**src/rtl/alu_packet_serializer.sv**
```systemverilog
// Frames one ALU request into 11-bit serial packets: A bytes, B bytes, cmd with CRC-4.
// Optional ALU_SER_CRC_INJECT_EN adds req_crc_flip to corrupt the sent CRC.
module alu_packet_serializer #(
    parameter int DATA_BYTES = 4
) (
    input  logic                                 clk,
    input  logic                                 rst_n,
    input  logic                                 req_valid,
    output logic                                 req_ready,
    input  logic [8*DATA_BYTES-1:0]              req_a,
    input  logic [8*DATA_BYTES-1:0]              req_b,
    input  logic [2:0]                           req_op,
    input  logic [$clog2(DATA_BYTES+1)-1:0]      req_drop_a,
    input  logic [$clog2(DATA_BYTES+1)-1:0]      req_drop_b,
`ifdef ALU_SER_CRC_INJECT_EN
    input  logic [3:0]                           req_crc_flip,
`endif
    output logic                                 sin,
    output logic                                 busy,
    output logic                                 done
);
    localparam int DW = $clog2(DATA_BYTES + 1);
    localparam int W  = 8 * DATA_BYTES;

    localparam logic [1:0] IDLE   = 2'd0;
    localparam logic [1:0] DATA_A = 2'd1;
    localparam logic [1:0] DATA_B = 2'd2;
    localparam logic [1:0] CMD    = 2'd3;

    logic [1:0]    state;
    logic [3:0]    bit_cnt;
    logic [DW-1:0] byte_cnt;
    logic [W-1:0]  a_sh;
    logic [W-1:0]  b_sh;
    logic [2:0]    op_q;
    logic [DW-1:0] drop_a_q;
    logic [DW-1:0] drop_b_q;
    logic [3:0]    crc_q;
    logic [3:0]    crc_tx;
    logic          done_q;

    logic          last_byte;
    logic          is_cmd;
    logic          muted;
    logic [7:0]    payload;
    logic [7:0]    cur_byte;
    logic [DW-1:0] cur_drop;

    function automatic logic [3:0] crc_calc(input logic [2*W+3:0] s);
        logic [3:0] c;
        logic       fb;
        c = 4'h0;
        for (int i = 2*W+3; i >= 0; i--) begin
            fb = s[i] ^ c[3];
            c  = {c[2:0], 1'b0} ^ (fb ? 4'b0011 : 4'b0000);
        end
        return c;
    endfunction

    function automatic logic [DW-1:0] sat(input logic [DW-1:0] d);
        return (d > DW'(DATA_BYTES)) ? DW'(DATA_BYTES) : d;
    endfunction

`ifdef ALU_SER_CRC_INJECT_EN
    logic [3:0] flip_q;

    always_ff @(posedge clk or negedge rst_n) begin
        if (!rst_n) begin
            flip_q <= 4'h0;
        end else if (state == IDLE && req_valid) begin
            flip_q <= req_crc_flip;
        end
    end

    assign crc_tx = crc_q ^ flip_q;
`else
    assign crc_tx = crc_q;
`endif

    assign req_ready = (state == IDLE);
    assign busy      = (state != IDLE);
    assign done      = done_q;
    assign last_byte = (byte_cnt == DW'(DATA_BYTES - 1));

    always_ff @(posedge clk or negedge rst_n) begin
        if (!rst_n) begin
            state    <= IDLE;
            bit_cnt  <= 4'd0;
            byte_cnt <= '0;
            a_sh     <= '0;
            b_sh     <= '0;
            op_q     <= 3'd0;
            drop_a_q <= '0;
            drop_b_q <= '0;
            crc_q    <= 4'h0;
            done_q   <= 1'b0;
        end else begin
            done_q <= 1'b0;
            if (state == IDLE) begin
                if (req_valid) begin
                    a_sh     <= req_a;
                    b_sh     <= req_b;
                    op_q     <= req_op;
                    drop_a_q <= sat(req_drop_a);
                    drop_b_q <= sat(req_drop_b);
                    crc_q    <= crc_calc({req_a, req_b, 1'b1, req_op});
                    bit_cnt  <= 4'd0;
                    byte_cnt <= '0;
                    state    <= DATA_A;
                end
            end else if (bit_cnt != 4'd10) begin
                bit_cnt <= bit_cnt + 4'd1;
            end else begin
                bit_cnt <= 4'd0;
                // Operands shift out a byte per packet, dropped or not
                if (state == DATA_A) a_sh <= a_sh << 8;
                if (state == DATA_B) b_sh <= b_sh << 8;
                if (state == CMD) begin
                    state  <= IDLE;
                    done_q <= 1'b1;
                end else if (last_byte) begin
                    byte_cnt <= '0;
                    state    <= (state == DATA_A) ? DATA_B : CMD;
                end else begin
                    byte_cnt <= byte_cnt + 1'b1;
                end
            end
        end
    end

    always_comb begin
        cur_byte = (state == DATA_A) ? a_sh[W-1 -: 8] : b_sh[W-1 -: 8];
        cur_drop = (state == DATA_A) ? drop_a_q : drop_b_q;
        is_cmd   = (state == CMD);
        payload  = is_cmd ? {1'b0, op_q, crc_tx} : cur_byte;
        muted    = !is_cmd && (byte_cnt < cur_drop);
        sin      = 1'b1;
        if (state != IDLE && !muted) begin
            unique case (1'b1)
                bit_cnt == 4'd0:  sin = 1'b0;
                bit_cnt == 4'd1:  sin = is_cmd;
                bit_cnt == 4'd10: sin = 1'b1;
                default:          sin = payload[3'(4'd9 - bit_cnt)];
            endcase
        end
    end
endmodule
```
**config.mk**
```make
export PLATFORM = sky130hd
export DESIGN_NAME = alu_packet_serializer
export DESIGN_NICKNAME = d
export VERILOG_FILES = /design/src/rtl/alu_packet_serializer.sv
export SDC_FILE = /design/constraint.sdc
export NUM_CORES = 1
export LEC_CHECK = 0
export BUFFER_PORTS_ARGS = -buffer_cell sky130_fd_sc_hd__buf_2
export CAP_MARGIN = 30
export CORE_AREA = 2 2 110 91
export CTS_CLUSTER_SIZE = 8
export DETAILED_ROUTE_END_ITERATION = 6
export DIE_AREA = 0 0 112 93
export PLACE_DENSITY = 0.92
export SYNTH_ARGS = -nofsm -noshare
export SYNTH_HDL_FRONTEND = slang
export SYNTH_SLANG_ARGS = --single-unit
```
**constraint.sdc**
```tcl
create_clock -name clk -period 3.4 [get_ports clk]
set_input_delay 0.51 -clock clk [delete_from_list [all_inputs] [get_ports clk]]
set_output_delay 0.51 -clock clk [all_outputs]
set_load 0.01 [all_outputs]
```
==> results.py, run 1 <==
metrics = {
    "outcome": {
        "status": "finished clean",
    },
    "cts": {
        "cts.root.buffer_cell": "clkbuf_16",
        "numCtsBuffers": 9,
        "ctsHoldBuffers": 0,
        "cts_resized": 0,
        "worstSkewPairLatency_ns": 0.34,
        "postCtsSetupRepairBufs": 0,
        "path_clk_slew_ns": 0.06,
        "cts_tree": "built",
        "cts-htree-levels": 3,
        "cts.sinks": 87,
        "cts_max_path_buffers": 2,
    },
    "logic_synthesis": {
        "synth_cell_types": 38,
        "synth_top_family_by_area": "XOR/XNOR gates",
        "synth_top_cell_area_share_pct": 41.35,
        "synthesis.area_um2": 5265,
        "synth_compound_area_share_pct": 11.05,
        "synth_edf_count": 0,
        "synthAdderAreaFrac_pct": 2.139,
        "async_flop_share_pct": 100.0,
        "synth_nets": 575,
        "synth_top_flop_cell": "dfrtp_1",
        "synthTopCellsByCount": "87 x dfrtp_1, 85 x nand2_1, 63 x o21ai_0",
        "synthMuxAreaShare_pct": 12.36,
        "synthTopCellsByArea": "dfrtp_1 41%, mux2i_1 11%, xnor2_1 9.1%",
        "yosysWarningCount": 0,
        "synthXorXnorAreaFrac_pct": 22.65,
        "synth_simple_gate_area_share_pct": 8.104,
        "synthCells": 490,
        "ys_ff_latch": 87,
        "synth_top_cell_by_area": "dfrtp_1",
        "post-synth-top-count-cell": "dfrtp_1",
        "syn_area_per_cell_um2": 10.75,
        "yosysSeqAreaShare_pct": 41.35,
    },
    "timing": {
        "drv_slew": 0,
        "min_period_over_period_pct": 93.30,
        "setup_ws_ns": 0.2279,
        "hold_slack_ns": 0.07394,
        "relSlewSlack_pct": 39.94,
        "hold_viol_final": 0,
        "rsz0062_at_grt": "false",
        "fmax_mhz": 315.2,
        "clock_skew_ns": 0.008308,
        "worst_pin_slew_ns": 0.8941,
        "finalSetupViolations": 0,
        "min_period_ns": 3.172,
    },
    "critical_path": {
        "end_kind": "flip-flop",
        "cp.required_ns": 3.59,
        "slowest_delay_ns": 0.53,
        "cp_max_fo": 3,
        "critical_path_class": "in -> reg",
        "crit_top_cell": "xnor2_1",
        "critPathArrivalTime_ns": 3.37,
        "cp_top_family": "XOR/XNOR gates",
        "cpMaxStageDelayCell": "xnor3_2",
        "cp_cell_sequence": "buf_2, xnor2_1, xnor3_1, xnor2_1, xnor3_2, xnor3_1, xnor3_2, xnor2_1, o21ai_1",
        "cp-start-kind": "input pin",
        "path_buf_inv": 1,
    },
    "floorplan": {
        "dieArea_um2": 10420,
        "start_util_pct": 56.20,
        "die_w_um": 112,
        "ios": 80,
        "std_cell_rows": 32,
        "die_h_um": 93,
        "core_region_area_um2": 9369,
    },
    "cells_and_area": {
        "syn2layout_area_growth_pct": 15.85,
        "fillers": 692,
        "drive_above_1_share_pct": 20.39,
        "antenna_cells": 0,
        "fin_nets": 644,
    },
    "global_route": {
        "grt_overflow": 0,
        "grt_start_max_net_pins": 65,
        "grt_pass1_wl_um": 21050,
        "grt_pass1_vias": 4191,
        "antenna_found_initial": 0,
        "track_usage_pct": 25.94,
    },
    "placement": {
        "portBuffers": 79,
        "place_hpwl_um": 9450,
        "pre_cts_slack_ns": -0.03451,
        "globalplace.congestion": 0.8797,
    },
    "drt": {
        "vias": 3954,
        "wire_per_inst_um": 18.65,
        "drcViolationCount": 0,
        "drt_pass1_iterations": 4,
        "viasPerCell": 5.789,
        "wl_um": 12740,
        "ant_nets": 0,
        "initialDrtViolationCount": 216,
    },
    "pwr": {
        "power.density_nw_per_um2": 1069,
        "p_leak_nw": 2.973,
        "vdd_drop_max_uv": 1237,
    },
    "flow_run": {
        "maxCapViolCount": 0,
    },
    "min_path": {
        "hold_path_class": "in -> async",
    },
}
[stage by stage]
step                power, mW  setup TNS (ns)  instance area, um2  utilization (%)  instances
finish                  6.522               0                6100            65.10        683
global route            6.969               0                6100            65.10        683
CTS                     6.543               0                6100            65.10        683
detailed placement      5.537        -0.03451                5816            62.07        667
global placement        5.337               0                5788            61.78        666
floorplan               4.741               0                5265                -        490
[flip-flops by register name, indices dropped and copies added (netlist names)]
signal / flops
byte_cnt: 3
op_q: 3
a_sh: 32
drop_b_q: 3
state: 2
b_sh: 32
drop_a_q: 3
done: 1
crc_q: 4
bit_cnt: 4
[report_power, final]
group          switching, mW  internal (mW)  total, mW  leakage (nW)
Clock                  0.400          0.571      0.972         0.138
Sequential             0.327           1.52       1.85          1.09
Combinational           1.74           1.96       3.70          1.74
Total                   2.47           4.06       6.52          2.97
[final timing paths]
path / start / end / slack (ns) / depth (start not counted)
max in group asynchronous: rst_n / b_sh[14]$_DFFE_PN0P_ / 2.70 / 2
setup / recovery: req_a[6] / crc_q[2]$_DFFE_PN0P_ / 0.23 / 9
hold reg to reg: drop_b_q[0]$_DFFE_PN0P_ / drop_b_q[0]$_DFFE_PN0P_ / 0.47 / 2
min in group clk: req_drop_b[2] / drop_b_q[2]$_DFFE_PN0P_ / 0.40 / 3
hold / removal: rst_n / a_sh[15]$_DFFE_PN0P_ / 0.07 / 1
setup reg to reg: state[0]$_DFFE_PN0P_ / a_sh[12]$_DFFE_PN0P_ / 0.85 / 7
[final cells by class]
| type | instances | area [um2] | area share (%) |
|---|---|---|---|
| multi-input combinational | 370 | 3004 | 49.25 |
| sequential | 87 | 2177 | 35.69 |
| timing repair buffer | 85 | 462.9 | 7.590 |
| clock buffer | 13 | 240.2 | 3.938 |
| tap | 119 | 148.9 | 2.441 |
| clock inverter | 3 | 43.79 | 0.7179 |
| inverter | 6 | 22.52 | 0.3692 |
[routing by layer]
metal / global-route usage (%) / up-vias / routed length [um]
li1: - / 1837 / -
met1: 32.12 / 1938 / 5127
met2: 45.61 / 146 / 6469
met3: 4.537 / 33 / 716
met4: 10.57 / 0 / 426
met5: 0 / - / 0
[cells by family (layout without fill, tap and decap cells)]
kind of cell               count (synthesis)  after routing
and+or+nand+nor                          104            104
DFF                                       87             87
AOI/OAI and AO/OA                         97             97
buffers and inverters                     33            107
adders and majority gates                  9              9
muxes                                     61             61
xor gates and xnor gates                  99             99
[cell usage in the layout, fill, tap and decap left out, types with 3 or more instances in the layout]
master,synthesis,layout
xnor3_1,15,15
xnor3_2,5,5
xor2_1,21,21
mux4_2,3,3
nand3b_1,4,4
nand2_1,85,85
ha_1,9,8
dfrtp_1,87,87
o21ai_0,63,63
inv_1,6,6
clkbuf_16,0,9
mux2i_1,56,56
a22o_1,16,16
clkbuf_1,22,4
buf_2,0,78
nor2_1,6,6
xnor2_1,55,55
buf_4,0,6
Note: power is estimated with default switching activity, not from simulation.
==> run 2: changes to the inputs <==
CORE_AREA = 3 3 111 92   (was 2 2 110 91)
DIE_AREA = 0 0 114 95   (was 0 0 112 93)
==> run 2 against run 1 <==
  * Count of clock-buffer cells in the layout down 3
  * Cell count down 0.44%
  * Combinational power up 5%
  * Critical path depth unchanged
  * Core utilization up 2.7 points
  * Clock skew about the same
  * Flip-flop and latch count unchanged
  * Worst setup slack worse by 0.033 ns
  * Fmax down 1.0%
  * Sequential share of layout area down 0.31 points
  * Clock power up 11%
==> results.py, run 2 (synthesized netlist as in run 1, its figures left out) <==
metrics = {
    "cells_and_area": {
        "stdcell_count": 680,
        "final_util_pct": 67.80,
        "largest_registers": "a_sh x32, b_sh x32",
        "final_area_um2": 6153,
        "syn2layout_area_growth_pct": 16.87,
        "fin_nets": 645,
        "antenna_cells": 0,
        "final_common_cell": "dfrtp_1",
        "fillers": 655,
        "drive_above_1_share_pct": 21.24,
        "layout_common_cells": "87 x dfrtp_1, 85 x nand2_1, 78 x buf_2",
    },
    "cts": {
        "postCtsSetupRepairBufs": 0,
        "worstSkewPairLatency_ns": 0.34,
        "path_clk_slew_ns": 0.06,
        "cts_resized": 0,
        "cts.root.buffer_cell": "clkbuf_16",
        "numCtsBuffers": 9,
        "cts_tree": "built",
        "cts_max_path_buffers": 2,
        "ctsHoldBuffers": 0,
        "cts-htree-levels": 3,
        "cts.sinks": 87,
    },
    "critical_path": {
        "cp_max_fo": 4,
        "cp_cell_sequence": "buf_2, xnor3_2, xnor2_2, xnor3_1, xnor3_2, xnor3_1, xnor3_2, xnor2_1, o21ai_1",
        "critPathArrivalTime_ns": 3.41,
        "crit_top_cell": "xnor3_2",
        "critical_path_class": "in -> reg",
        "path_buf_inv": 1,
        "end_kind": "flip-flop",
        "slowest_delay_ns": 0.49,
        "cp.required_ns": 3.60,
        "cp-start-kind": "input pin",
        "cp_top_family": "XOR/XNOR gates",
        "cpMaxStageDelayCell": "xnor3_2",
    },
    "pwr": {
        "clkPwrFrac_pct": 15.7,
        "switchingPower_mw": 2.667,
        "seqPwrFrac_pct": 27.2,
        "p_leak_nw": 3.009,
        "swShare_pct": 39.02,
        "power.density_nw_per_um2": 1111,
        "intPower_mw": 4.169,
        "combPwrFrac_pct": 57.0,
        "vdd_drop_max_uv": 894.6,
        "finalPower_mw": 6.836,
    },
    "drt": {
        "initialDrtViolationCount": 295,
        "wire_per_inst_um": 20.24,
        "ant_nets": 0,
        "viasPerCell": 5.971,
        "wl_um": 13770,
        "drt_pass1_iterations": 4,
        "vias": 4060,
        "drcViolationCount": 0,
    },
    "floorplan": {
        "die_h_um": 95,
        "std_cell_rows": 31,
        "start_util_pct": 58.01,
        "die_w_um": 114,
        "dieArea_um2": 10830,
        "ios": 80,
        "core_region_area_um2": 9076,
    },
    "placement": {
        "portBuffers": 79,
        "globalplace.congestion": 0.9113,
        "place_hpwl_um": 10140,
        "dp.cells": 664,
        "placed_area_um2": 5831,
        "pre_cts_slack_ns": -0.08723,
    },
    "outcome": {
        "status": "finished clean",
    },
    "timing": {
        "worst_pin_slew_ns": 0.8983,
        "min_period_ns": 3.206,
        "drv_slew": 0,
        "fmax_mhz": 312.0,
        "finalSetupViolations": 0,
        "rsz0062_at_grt": "false",
        "hold_slack_ns": 0.04551,
        "setup_ws_ns": 0.1944,
        "relSlewSlack_pct": 40.11,
        "min_period_over_period_pct": 94.28,
        "clock_skew_ns": 0.008281,
        "tns_ns": 0,
        "hold_viol_final": 0,
    },
    "global_route": {
        "grt_pass1_wl_um": 22380,
        "grt_pass1_vias": 4307,
        "grt_start_max_net_pins": 70,
        "antenna_found_initial": 0,
        "track_usage_pct": 27.34,
        "grt_overflow": 0,
    },
    "min_path": {
        "hold_path_class": "in -> async",
    },
    "flow_run": {
        "maxCapViolCount": 0,
    },
}
[run 2: power by group through the flow]
stage          Combinational (mW)  Clock (mW)  Sequential (mW)
2_1_floorplan                3.02           0             1.72
6_report                     3.90        1.08             1.86
4_1_cts                      3.88        1.08             1.85
3_3_place_gp                 3.51           0             1.82
3_5_place_dp                 3.83           0             1.86
5_1_grt                      4.20        1.13             1.91
[run 2: worst paths after layout]
kind	startpoint	endpoint	slack (ns)	cells after the start
worst max register to register	state[0]$_DFFE_PN0P_	byte_cnt[0]$_DFFE_PN0P_	0.85	7
worst min-delay path	rst_n	bit_cnt[3]$_DFFE_PN0P_	0.05	1
max in group asynchronous	rst_n	a_sh[11]$_DFFE_PN0P_	2.73	2
worst min register to register	drop_a_q[0]$_DFFE_PN0P_	drop_a_q[0]$_DFFE_PN0P_	0.47	2
min in group clk	req_drop_b[2]	drop_b_q[2]$_DFFE_PN0P_	0.40	3
worst max-delay path	req_a[20]	crc_q[2]$_DFFE_PN0P_	0.19	9
[run 2: final cells by class]
class                   count  area (um2)  area share, %
clock buffers              10       239.0          3.884
clock inverters             6       83.83          1.362
inverters                   6       22.52         0.3660
multi-input cells         370        3004          48.82
flip-flops and latches     87        2177          35.38
well taps                 115       143.9          2.338
repair buffers             86       483.0          7.849
[run 2: layer usage]
layer  global-route usage, %  routed length, um  share of wire (%)  up-vias
met5                       0                  0                  0        -
met2                   48.05               7157                 52      191
li1                        -                  -                  -     1828
met3                   8.200               1077                7.8       40
met4                   9.792                438                3.2        0
met1                   31.91               5092                 37     2001
==> run 3: changes to the inputs <==
CORE_AREA = 3 3 77 133   (was 3 3 111 92)
CTS_CLUSTER_DIAMETER = 80   (was not set)
DIE_AREA = 0 0 80 136   (was 0 0 114 95)
PLACE_DENSITY = 0.91   (was 0.92)
SLEW_MARGIN = 15   (was not set)
==> run 3 against run 2 <==
  * Fmax is 0.58% higher
  * Worst hold slack better by 0.12 ns
  * Combinational power hardly changed
  * Non-clock buffer count stayed put
  * Die area is 0.46% higher
  * Total power is 1.6% higher
  * Worst setup slack better by 0.019 ns
  * Critical path depth is 2 higher
==> results.py, run 3 (synthesized netlist as in run 1, its figures left out) <==
metrics = {
    "outcome": {
        "status": "finished clean",
    },
    "critical_path": {
        "cp-start-kind": "flip-flop",
        "critPathArrivalTime_ns": 2.68,
        "cp_cell_sequence": "inv_1, ha_2, buf_4, mux2i_1, o21ai_0, nand2_1, o311ai_0, o211ai_1, o21ai_0, a211o_1, buf_2",
        "crit_start": "state[1]$_DFFE_PN0P_",
        "critical_path_class": "reg -> out",
        "path_buf_inv": 3,
        "reg2reg_to": "a_sh[5]$_DFFE_PN0P_",
        "cp_top_family": "compound AO/OA/AOI/OAI gates",
        "slowest_delay_ns": 0.42,
        "cpMaxStageDelayCell": "dfrtp_1",
        "reg2reg_slack_ns": 0.68,
        "crit_top_cell": "o21ai_0",
        "timing.critical_path.depth": 11,
        "rr_startpoint": "state[0]$_DFFE_PN0P_",
        "end_kind": "primary output",
        "rr_worst_depth": 6,
        "cp_max_fo": 6,
        "cp.required_ns": 2.89,
    },
    "cells_and_area": {
        "stdcell_count": 685,
        "final_area_um2": 6216,
        "fillers": 667,
        "layout_common_cells": "87 x dfrtp_1, 85 x nand2_1, 78 x buf_2",
        "final_util_pct": 67.50,
        "seq_area_um2": 2177,
        "antenna_cells": 0,
        "syn2layout_area_growth_pct": 18.06,
        "largest_registers": "a_sh x32, b_sh x32",
        "final_common_cell": "dfrtp_1",
        "drive_above_1_share_pct": 21.42,
        "fin_nets": 645,
        "multi_input_area_um2": 3007,
    },
    "placement": {
        "dp.cells": 669,
        "portBuffers": 79,
        "globalplace.congestion": 0.8728,
        "placed_area_um2": 5844,
        "place_hpwl_um": 10350,
    },
    "drt": {
        "drcViolationCount": 0,
        "viasPerCell": 5.930,
        "wire_per_inst_um": 20.22,
        "initialDrtViolationCount": 256,
        "drt_pass1_iterations": 5,
        "wl_um": 13850,
        "vias": 4062,
        "ant_nets": 0,
    },
    "cts": {
        "numCtsBuffers": 9,
        "cts_tree": "built",
        "cts.sinks": 87,
        "worstSkewPairLatency_ns": 0.34,
        "cts.root.buffer_cell": "clkbuf_16",
        "postCtsSetupRepairBufs": 0,
        "cts-htree-levels": 3,
        "cts_max_path_buffers": 2,
        "path_clk_slew_ns": 0.06,
    },
    "timing": {
        "clock_skew_ns": 0.007363,
        "hold_viol_final": 0,
        "min_period_over_period_pct": 93.74,
        "drv_slew": 0,
        "relSlewSlack_pct": 45.81,
        "rsz0062_at_grt": "false",
        "worst_pin_slew_ns": 0.8066,
        "fmax_mhz": 313.8,
        "finalSetupViolations": 0,
        "min_period_ns": 3.187,
    },
    "floorplan": {
        "start_util_pct": 57.17,
        "die_w_um": 80,
        "die_h_um": 136,
        "dieArea_um2": 10880,
        "std_cell_rows": 46,
        "core_region_area_um2": 9209,
        "ios": 80,
    },
    "pwr": {
        "vdd_drop_max_uv": 1288,
        "power.density_nw_per_um2": 1117,
        "p_leak_nw": 3.027,
    },
    "global_route": {
        "grt_overflow": 0,
        "antenna_found_initial": 0,
        "grt_pass1_wl_um": 21890,
        "grt_pass1_vias": 4355,
        "track_usage_pct": 26.85,
        "grt_start_max_net_pins": 46,
    },
    "min_path": {
        "hold_path_class": "in -> async",
    },
    "flow_run": {
        "maxCapViolCount": 0,
    },
}
==> run 3: cell count changes in the layout (fill, tap and decap cells not counted) <==
| cell | change |
|---|---|
| clkbuf_8 | -1 |
| ha_2 | +1 |
| clkinv_2 | -2 |
| inv_8 | +1 |
| ha_1 | -1 |
| clkinvlp_4 | +1 |
| clkinv_4 | -1 |
| buf_12 | -1 |
| bufinv_16 | +2 |
| buf_16 | +1 |
==> run 3: final cells by class <==
| class | instances | area share (%) |
|---|---|---|
| Timing Repair Buffer | 86 | 7.890 |
| Clock buffer | 9 | 3.623 |
| Sequential cell | 87 | 35.02 |
| Clock inverter | 7 | 2.315 |
| Multi-Input combinational cell | 370 | 48.37 |
| Tap cell | 120 | 2.415 |
| Inverter | 6 | 0.3623 |
==> run 3: metal layers <==
layer  global-route usage [%]  vias up  wire, um
met5                        0        -         0
met4                    19.36        0       947
met3                    4.244       64       668
met2                    46.82      181      7493
met1                    28.67     1988      4738
li1                         -     1829         -
==> run 3: stage by stage <==
step / power, mW / setup TNS, ns / setup slack, ns / hold WS, ns
2_1_floorplan: 4.741 / 0 / 0.3516 / 0.2144
3_3_place_gp: 5.334 / 0 / 0.09598 / 0.4528
3_5_place_dp: 5.661 / -0.04669 / -0.04669 / 0.4591
4_1_cts: 6.932 / 0 / 0.1709 / 0.1860
5_1_grt: 7.381 / 0 / 0.08287 / 0.1951
6_report: 6.945 / 0 / 0.2129 / 0.1626
==> run 3: timing repair <==
| action | in CTS | in global routing |
|---|---|---|
| setup endpoints to repair | 0 | 1 |
| gates resized for setup | 0 | 1 |
| hold buffers | 0 | 0 |
==> run 3: worst max-delay path by stage <==
stage,slack [ns],end
after floorplan,0.35,crc_q[2]$_DFFE_PN0P_
after global placement,0.1,crc_q[2]$_DFFE_PN0P_
after detailed placement,-0.05,crc_q[2]$_DFFE_PN0P_
after CTS,0.17,sin
after global routing,0.08,sin
final,0.21,sin
==> run 3: power by group <==
group,internal (mW),switching [mW]
Clock,0.796,0.423
Sequential,1.52,0.337
Combinational,2.01,1.86
